==> src/rtl/z80_io_pkg.sv <==
// z80_io_pkg: constants shared by the sound-side Z80 bus responder.
// Holds the I/O port numbers (only SDA[4:0] is decoded), the reset bank
// values that make the banked windows an identity map, and the ROM fetch
// FSM state encoding.
package z80_io_pkg;

    // I/O ports, compared against SDA[4:0]
    localparam logic [4:0] P_CMD     = 5'h00;
    localparam logic [4:0] P_YM      = 5'h04;  // 04..07
    localparam logic [4:0] P_BANK    = 5'h08;  // 08..0B, reads only
    localparam logic [4:0] P_NMI_EN  = 5'h08;  // write
    localparam logic [4:0] P_REPLY   = 5'h0C;
    localparam logic [4:0] P_NMI_DIS = 5'h18;

    // bank3..bank0; with these the 8000-F7FF windows map onto themselves
    localparam logic [3:0][7:0] BANK_RST = {8'h02, 8'h06, 8'h0E, 8'h1E};

    typedef enum logic [1:0] {
        F_IDLE = 2'd0,
        F_REQ  = 2'd1,
        F_WAIT = 2'd2,
        F_DONE = 2'd3
    } fetch_state_t;

endpackage

==> src/rtl/z80_rom_fetch.sv <==
// z80_rom_fetch: ROM fetch sequencer for the Z80 bus responder.
// Ports:
//   clk_i, rst_ni      clock, synchronous active-low reset
//   en_i               Z80 clock enable
//   start_i            decoded, not-yet-serviced ROM read on an enabled CLK
//   cycle_end_i        nRD or nMREQ high (Z80 has finished the read)
//   addr_i             translated external address, captured on start_i
//   mem_ack_i/data_i   memory return path
//   mem_req_o/addr_o   memory request path
//   data_o             data register presented to the Z80
//   nwait_o            wait request to the Z80
//   state_o            current FSM state (debug visibility)
//
// Memory handshake: mem_req_o is a single-CLK pulse with mem_addr_o held
// stable; the memory answers later with a single-CLK mem_ack_i carrying
// mem_data_i. Only one request is ever outstanding, and an ack that does
// not arrive in F_WAIT (e.g. after a reset mid-fetch) is discarded.
module z80_rom_fetch
    import z80_io_pkg::*;
#(
    parameter int MEM_AW = 22
) (
    input  logic              clk_i,
    input  logic              rst_ni,
    input  logic              en_i,
    input  logic              start_i,
    input  logic              cycle_end_i,
    input  logic [MEM_AW-1:0] addr_i,
    input  logic              mem_ack_i,
    input  logic [7:0]        mem_data_i,
    output logic              mem_req_o,
    output logic [MEM_AW-1:0] mem_addr_o,
    output logic [7:0]        data_o,
    output logic              nwait_o,
    output fetch_state_t      state_o
);

    fetch_state_t      state_q, state_d;
    logic [MEM_AW-1:0] addr_q, addr_d;
    logic [7:0]        data_q, data_d;

    always_ff @(posedge clk_i) begin
        if (!rst_ni) begin
            state_q <= F_IDLE;
            addr_q  <= '0;
            data_q  <= 8'hFF;
        end else begin
            state_q <= state_d;
            addr_q  <= addr_d;
            data_q  <= data_d;
        end
    end

    always_comb begin
        state_d = state_q;
        addr_d  = addr_q;
        data_d  = data_q;
        case (state_q)
            F_IDLE: begin
                if (start_i) begin
                    state_d = F_REQ;
                    addr_d  = addr_i;
                end
            end
            F_REQ:  state_d = F_WAIT;
            F_WAIT: begin
                if (mem_ack_i) begin
                    data_d  = mem_data_i;
                    state_d = F_DONE;
                end
            end
            F_DONE: begin
                if (en_i && cycle_end_i) state_d = F_IDLE;
            end
            default: state_d = F_IDLE;
        endcase
    end

    assign mem_req_o  = (state_q == F_REQ);
    assign mem_addr_o = addr_q;
    assign data_o     = data_q;
    // Wait must already be low in the detect CLK so the Z80 samples it
    // before the fetch has even been issued.
    assign nwait_o    = !((state_q == F_REQ) || (state_q == F_WAIT) ||
                          ((state_q == F_IDLE) && start_i));
    assign state_o    = state_q;

endmodule

==> src/rtl/z80_bus_responder.sv <==
// z80_bus_responder: slave end of the sound Z80 bus.
// Decodes memory and I/O cycles: banked ROM fetches to external memory
// (via z80_rom_fetch), 2 KB work RAM and YM2610 strobes, the 68k command
// and reply latches, bank registers and NMI generation.
// Ports:
//   CLK, nRESET, CLK4P_EN          clock, sync active-low reset, Z80 enable
//   SDA, SDD_OUT, SDD_IN           Z80 address, write data, read data
//   nMREQ, nIORQ, nRD, nWR         Z80 strobes
//   nWAIT, nNMI                    wait request, NMI
//   MEM_REQ, MEM_ADDR, MEM_ACK,
//   MEM_DATA                       external ROM read path
//   RAM_CS, RAM_WE, RAM_DOUT       work RAM
//   YM_CS, YM_WE, YM_A, YM_DOUT    YM2610
//   CMD_WR, CMD_DATA, REPLY        68k command in, reply out
module z80_bus_responder
    import z80_io_pkg::*;
#(
    parameter int MEM_AW = 22
) (
    input  logic              CLK,
    input  logic              nRESET,
    input  logic              CLK4P_EN,
    input  logic [15:0]       SDA,
    input  logic [7:0]        SDD_OUT,
    output logic [7:0]        SDD_IN,
    input  logic              nMREQ,
    input  logic              nIORQ,
    input  logic              nRD,
    input  logic              nWR,
    output logic              nWAIT,
    output logic              nNMI,
    output logic              MEM_REQ,
    output logic [MEM_AW-1:0] MEM_ADDR,
    input  logic              MEM_ACK,
    input  logic [7:0]        MEM_DATA,
    output logic              RAM_CS,
    output logic              RAM_WE,
    input  logic [7:0]        RAM_DOUT,
    output logic              YM_CS,
    output logic              YM_WE,
    output logic [1:0]        YM_A,
    input  logic [7:0]        YM_DOUT,
    input  logic              CMD_WR,
    input  logic [7:0]        CMD_DATA,
    output logic [7:0]        REPLY
);

    logic [7:0]       cmd_q, cmd_d;
    logic [7:0]       reply_q, reply_d;
    logic [3:0][7:0]  bank_q, bank_d;
    logic             nmi_en_q, nmi_en_d;
    logic             nmi_pend_q, nmi_pend_d;
    logic             serviced_q, serviced_d;

    logic              mem_cyc, io_cyc, rd_act, wr_act;
    logic              ram_sel, rom_rd, ym_sel;
    logic [4:0]        port;
    logic              commit, rom_start, io_rd_commit, io_wr_commit;
    logic [MEM_AW-1:0] rom_addr;
    logic [7:0]        rom_data;
    fetch_state_t      fetch_state;

    // ---------------- decode ----------------
    always_comb begin
        mem_cyc = !nMREQ;
        io_cyc  = !nIORQ;
        rd_act  = !nRD;
        wr_act  = !nWR;
        port    = SDA[4:0];
        ram_sel = mem_cyc && (SDA[15:11] == 5'b11111);
        rom_rd  = mem_cyc && !ram_sel && rd_act;
        // interrupt acknowledge (nIORQ low, no rd/wr) selects nothing
        ym_sel  = io_cyc && (rd_act || wr_act) && (port[4:2] == P_YM[4:2]);

        // A bus cycle commits once, on its first enabled CLK. A ROM read is
        // held off until the fetcher is idle so it is never silently lost.
        commit       = CLK4P_EN && !serviced_q && (rd_act || wr_act) &&
                       (mem_cyc || io_cyc) &&
                       !(rom_rd && (fetch_state != F_IDLE));
        rom_start    = commit && rom_rd;
        io_rd_commit = commit && io_cyc && rd_act;
        io_wr_commit = commit && io_cyc && wr_act;

        // Banked windows; the shifts truncate to MEM_AW bits.
        if (!SDA[15])
            rom_addr = MEM_AW'(SDA);
        else if (SDA[15:14] == 2'b10)
            rom_addr = (MEM_AW'(bank_q[3]) << 14) | MEM_AW'(SDA[13:0]);
        else if (SDA[15:13] == 3'b110)
            rom_addr = (MEM_AW'(bank_q[2]) << 13) | MEM_AW'(SDA[12:0]);
        else if (SDA[15:12] == 4'b1110)
            rom_addr = (MEM_AW'(bank_q[1]) << 12) | MEM_AW'(SDA[11:0]);
        else
            rom_addr = (MEM_AW'(bank_q[0]) << 11) | MEM_AW'(SDA[10:0]);
    end

    // ---------------- latches and registers ----------------
    always_comb begin
        cmd_d      = cmd_q;
        reply_d    = reply_q;
        bank_d     = bank_q;
        nmi_en_d   = nmi_en_q;
        nmi_pend_d = nmi_pend_q;
        serviced_d = serviced_q;

        if (CMD_WR) cmd_d = CMD_DATA;

        if (io_wr_commit) begin
            if (port == P_NMI_EN)  nmi_en_d = 1'b1;
            if (port == P_NMI_DIS) nmi_en_d = 1'b0;
            if (port == P_REPLY)   reply_d  = SDD_OUT;
        end

        // Bank number comes from the upper address byte of the IN cycle.
        if (io_rd_commit && (port[4:2] == P_BANK[4:2]))
            bank_d[port[1:0]] = SDA[15:8];

        // Clear first, then set, so a coincident CMD_WR wins.
        if (io_rd_commit && (port == P_CMD)) nmi_pend_d = 1'b0;
        if (CMD_WR && nmi_en_q)              nmi_pend_d = 1'b1;

        if (CLK4P_EN) begin
            if (nRD && nWR)  serviced_d = 1'b0;
            else if (commit) serviced_d = 1'b1;
        end
    end

    always_ff @(posedge CLK) begin
        if (!nRESET) begin
            cmd_q      <= 8'h00;
            reply_q    <= 8'h00;
            bank_q     <= BANK_RST;
            nmi_en_q   <= 1'b0;
            nmi_pend_q <= 1'b0;
            serviced_q <= 1'b0;
        end else begin
            cmd_q      <= cmd_d;
            reply_q    <= reply_d;
            bank_q     <= bank_d;
            nmi_en_q   <= nmi_en_d;
            nmi_pend_q <= nmi_pend_d;
            serviced_q <= serviced_d;
        end
    end

    // ---------------- ROM fetch ----------------
    z80_rom_fetch #(.MEM_AW(MEM_AW)) u_fetch (
        .clk_i       (CLK),
        .rst_ni      (nRESET),
        .en_i        (CLK4P_EN),
        .start_i     (rom_start),
        .cycle_end_i (nRD || nMREQ),
        .addr_i      (rom_addr),
        .mem_ack_i   (MEM_ACK),
        .mem_data_i  (MEM_DATA),
        .mem_req_o   (MEM_REQ),
        .mem_addr_o  (MEM_ADDR),
        .data_o      (rom_data),
        .nwait_o     (nWAIT),
        .state_o     (fetch_state)
    );

    // ---------------- outputs ----------------
    always_comb begin
        SDD_IN = 8'hFF;
        if (mem_cyc && rd_act) begin
            SDD_IN = ram_sel ? RAM_DOUT : rom_data;
        end else if (io_cyc && rd_act) begin
            if (ym_sel)              SDD_IN = YM_DOUT;
            else if (port == P_CMD)  SDD_IN = cmd_q;
        end
    end

    assign RAM_CS = ram_sel;
    assign RAM_WE = ram_sel && wr_act;
    assign YM_CS  = ym_sel;
    assign YM_WE  = ym_sel && wr_act;
    assign YM_A   = SDA[1:0];
    assign nNMI   = !nmi_pend_q;
    assign REPLY  = reply_q;

endmodule

==> config.mk <==
export PLATFORM = sky130hd
export DESIGN_NAME = z80_bus_responder
export DESIGN_NICKNAME = d
export VERILOG_FILES = /design/src/rtl/z80_io_pkg.sv /design/src/rtl/z80_rom_fetch.sv /design/src/rtl/z80_bus_responder.sv
export SDC_FILE = /design/constraint.sdc
export NUM_CORES = 1
export LEC_CHECK = 0
export BUFFER_PORTS_ARGS = -buffer_cell sky130_fd_sc_hd__buf_2
export CAP_MARGIN = 20
export CORE_ASPECT_RATIO = 0.7
export CORE_UTILIZATION = 52
export DETAILED_ROUTE_END_ITERATION = 7
export MAX_ROUTING_LAYER = met4
export PLACE_DENSITY = 0.89
export RECOVER_POWER = 50
export SKIP_LAST_GASP = 1
export SLEW_MARGIN = 20
export SYNTH_ARGS = -nofsm -noshare
export SYNTH_HDL_FRONTEND = slang
export SYNTH_SLANG_ARGS = --single-unit
==> constraint.sdc <==
create_clock -name CLK -period 1.9 [get_ports CLK]
set_input_delay 0.095 -clock CLK [delete_from_list [all_inputs] [get_ports CLK]]
set_output_delay 0.095 -clock CLK [all_outputs]
set_load 0.01 [all_outputs]
==> impl_metrics.toml <==
[hold_path]
hold_depth = 3
hp-start = "SDA[2]"
min_path_type = "input pin to flop"

[sta]
worst_pin_slew_ns = 0.542
hold_viol = 0
timing.fmax_mhz = 525
drv_slew = 0
setup_viol = 1
slew_headroom = 0.638
period_needed_ns = 1.90
fin_ws_ns = -0.00328
finClkSkew_ns = 0.0102
fin_crit_sh = 1.00

[status]
violations = "negative setup slack"
status = "finished with violations"

[setup_path]
crit_start = "SDA[4]"
setup.worst_path.end_class = "output pin"
cpMostUsedCell = "buf_2"
cp_data_required_time_ns = 1.80
critPathKind = "input pin to output pin"
slowest_stage = "or4_1"
cp_max_fo = 8
r2r-start = "serviced_q"
cp-start-kind = "input pin"
critPathArrivalTime_ns = 1.81
critPathMaxStageDelay_ns = 0.61
r2r_cells = 6
cp_cell_sequence = "buf_2, nand2b_1, or4_1, o221ai_1, o21ai_0, buf_2"

[cells_and_area]
fin_nets = 648
fillCellCount = 477
n_antenna_cell = 0
regArea_um2 = 1660
final_cell_area_um2 = 5080
layout-drive-gt1-share = 0.219
syn_to_final_growth_pct = 31.4
multi_input_area_um2 = 2070

[power]
p_leak_uw = 0.00215
power_density_nw_per_um2 = 799
power_uw = 4060
ir_worst_vdd_v = 0.000421

[floorplan]
dieArea_um2 = 7780
start_util = 0.554
die_h_um = 74.1
fp.coreArea_um2 = 6980
dieWidth_um = 105
io_pins = 112
row_count = 25

[synth]
syn_inst = 437
netlist_area_um2 = 3860
synth.area.top_cells = "dfxtp_1 43%, mux2i_1 15%, nand2_1 9.2%"
yosysTopAreaCell = "dfxtp_1"
ys_types = 48
synth_xor_area_frac = 0
ys_seq_elements = 83
yosysWarnings = 0
synth_edf_count = 0
avgSynthCellArea_um2 = 8.84
syn-num-nets = 506
ys.flop_type = "dfxtp_1"
synth_top_family_by_area = "simple AND/OR/NAND/NOR gates"
ys_seq_area_frac = 0.430
synthMuxAreaShare = 0.165
synth_compound_area_frac = 0.123
yosys.area_share.adder = 0.0130
synth.top_cell.area_share = 0.430
synth_simple_gate_area_share = 0.222
async_flop_share = 0

[grt]
grt_max_degree = 34
grtUsageTotal = 0.332
overflow = 0
antenna_found_initial = 0
grt_first_pass_wirelength_mm = 19.0
grt_pass1_vias = 3785

[clock_tree]
cts_tree = "yes"
clk_latency_ns = 0.37
root_buffer = "clkbuf_8"
cts_max_path_buffers = 2
htreeDepth = 3
cts_buffers = 9
clk_pin_slew_ns = 0.09
cts_sinks = 83

[place]
gp_congestion = 0.885
dp_hpwl_mm = 7.71
place_area_um2 = 4580
port_buffers = 111

[route]
drt_wl_total_mm = 12.2
wl_per_cell_um = 17.9
firstDrtPassIters = 6
detail-route-antenna-nets = 0
drt_iter0_markers = 444
route.detailed.drc = 0
vias = 3931
viasPerCell = 5.80

[job]
maxCapViolCount = 0
cells by family after synthesis:
logic type,Yosys count
multiplexers,63
flip-flops,83
AND/OR/NAND/NOR,183
buffers and inverters,37
AO/OA/AOI/OAI,67
adder cells (fa/ha/maj),4
Yosys cell counts (4+ instances only):
cell type and n:
buf_4 6, clkbuf_1 18, mux2i_1 58, o21ai_0 12
nor2_1 36, nand4b_1 4, a221o_1 5, a22oi_1 4
nand2_1 95, nor2b_1 7, mux2_2 5, inv_1 5
ha_1 4, a21oi_1 22, nand3_1 11, dfxtp_1 83
o221ai_1 8, or3_1 5, nand2b_1 4
stage by stage:
| step | setup slack, ns | TNS (ns) | hold slack, ns | util | cells |
|---|---|---|---|---|---|
| after floorplan | 0.159 | 0 | 0.219 | - | 437 |
| after global placement | 0.100 | 0 | 0.306 | 0.657 | 631 |
| after detailed placement | -0.00329 | -0.00329 | 0.311 | 0.657 | 631 |
| after CTS | -0.0117 | -0.0117 | 0.00973 | 0.729 | 678 |
| after global routing | -0.0450 | -0.175 | 0.0115 | 0.728 | 678 |
| final | -0.00328 | -0.00328 | 0.0112 | 0.728 | 678 |
power by group:
group,switching [µW],internal [µW],total [µW],leakage (µW)
combinational,527,386,913,0.00139
sequential,57.5,1810,1870,0.000672
clock,668,607,1280,0.0000885
total,1250,2810,4060,0.00215
flip-flops by register name, indices dropped and copies added (netlist names):
name                flops
u_fetch.mem_addr_o     22
cmd_q                   8
u_fetch.state_o         2
bank_q                 32
u_fetch.data_o          8
REPLY                   8
serviced_q              1
nmi_pend_q              1
nmi_en_q                1
cell type report:
| type | count | share of cell area |
|---|---|---|
| clock inverter | 6 | 0.0131 |
| sequential | 83 | 0.327 |
| tap | 94 | 0.0232 |
| clock buffer | 10 | 0.0251 |
| multi-input combinational | 317 | 0.407 |
| timing repair buffer | 162 | 0.200 |
| inverter | 6 | 0.00443 |
cell usage in the layout, fill, tap and decap left out, types with 2 or more instances in the layout:
cell type | synthesis | layout
nand2_1 | 95 | 94
ha_1 | 4 | 3
and4_1 | 3 | 3
o21ai_0 | 12 | 12
inv_1 | 5 | 5
a22oi_1 | 4 | 4
nor2b_1 | 7 | 7
or3_1 | 5 | 5
a21oi_1 | 22 | 21
nand3b_1 | 3 | 3
mux2i_1 | 58 | 58
a211oi_4 | 2 | 2
buf_4 | 6 | 16
dlygate4sd3_1 | 0 | 29
a31oi_1 | 2 | 2
clkinvlp_4 | 0 | 3
nor3_1 | 3 | 3
clkbuf_8 | 0 | 9
buf_2 | 3 | 72
or4_1 | 2 | 2
a211oi_1 | 2 | 2
buf_12 | 0 | 4
dfxtp_1 | 83 | 83
o221ai_1 | 8 | 8
clkbuf_1 | 18 | 40
nand2b_1 | 4 | 4
nand3_1 | 11 | 11
mux2_2 | 5 | 5
a221o_1 | 5 | 5
and2_1 | 3 | 2
nand4b_1 | 4 | 4
nor2_1 | 36 | 36
repair_timing:
item                                    4_1_cts  5_1_grt
gates resized for setup                       2        8
hold buffers                                 29        0
buffers inserted                              2        0
endpoints found under the hold margin        29        0
endpoints found under the setup margin        2       37
pin swaps                                     2        1
per-layer routing:
metal  GRT usage  wire [µm]  vias up
met2       0.550       5760      227
li1            -          -     1812
met1       0.393       4990     1851
met3      0.0771       1050       41
met4       0.142        372        0
met5           -          0        -
path summary, 6_finish.rpt:
kind                       endpoint  slack, ns
max                       SDD_IN[0]     -0.003
min           u_fetch.mem_addr_o[2]       0.01
max reg2reg              bank_q[21]       0.01
min reg2reg  u_fetch.mem_addr_o[19]       0.46
worst max-delay path, delay by kind of cell:
family / cells / cell delay [ns]
AOI/OAI and AO/OA: 2 / 0.58
buffers and inverters: 2 / 0.31
and+or+nand+nor: 2 / 0.82
No activity file was read; power rests on OpenSTA's default activity.
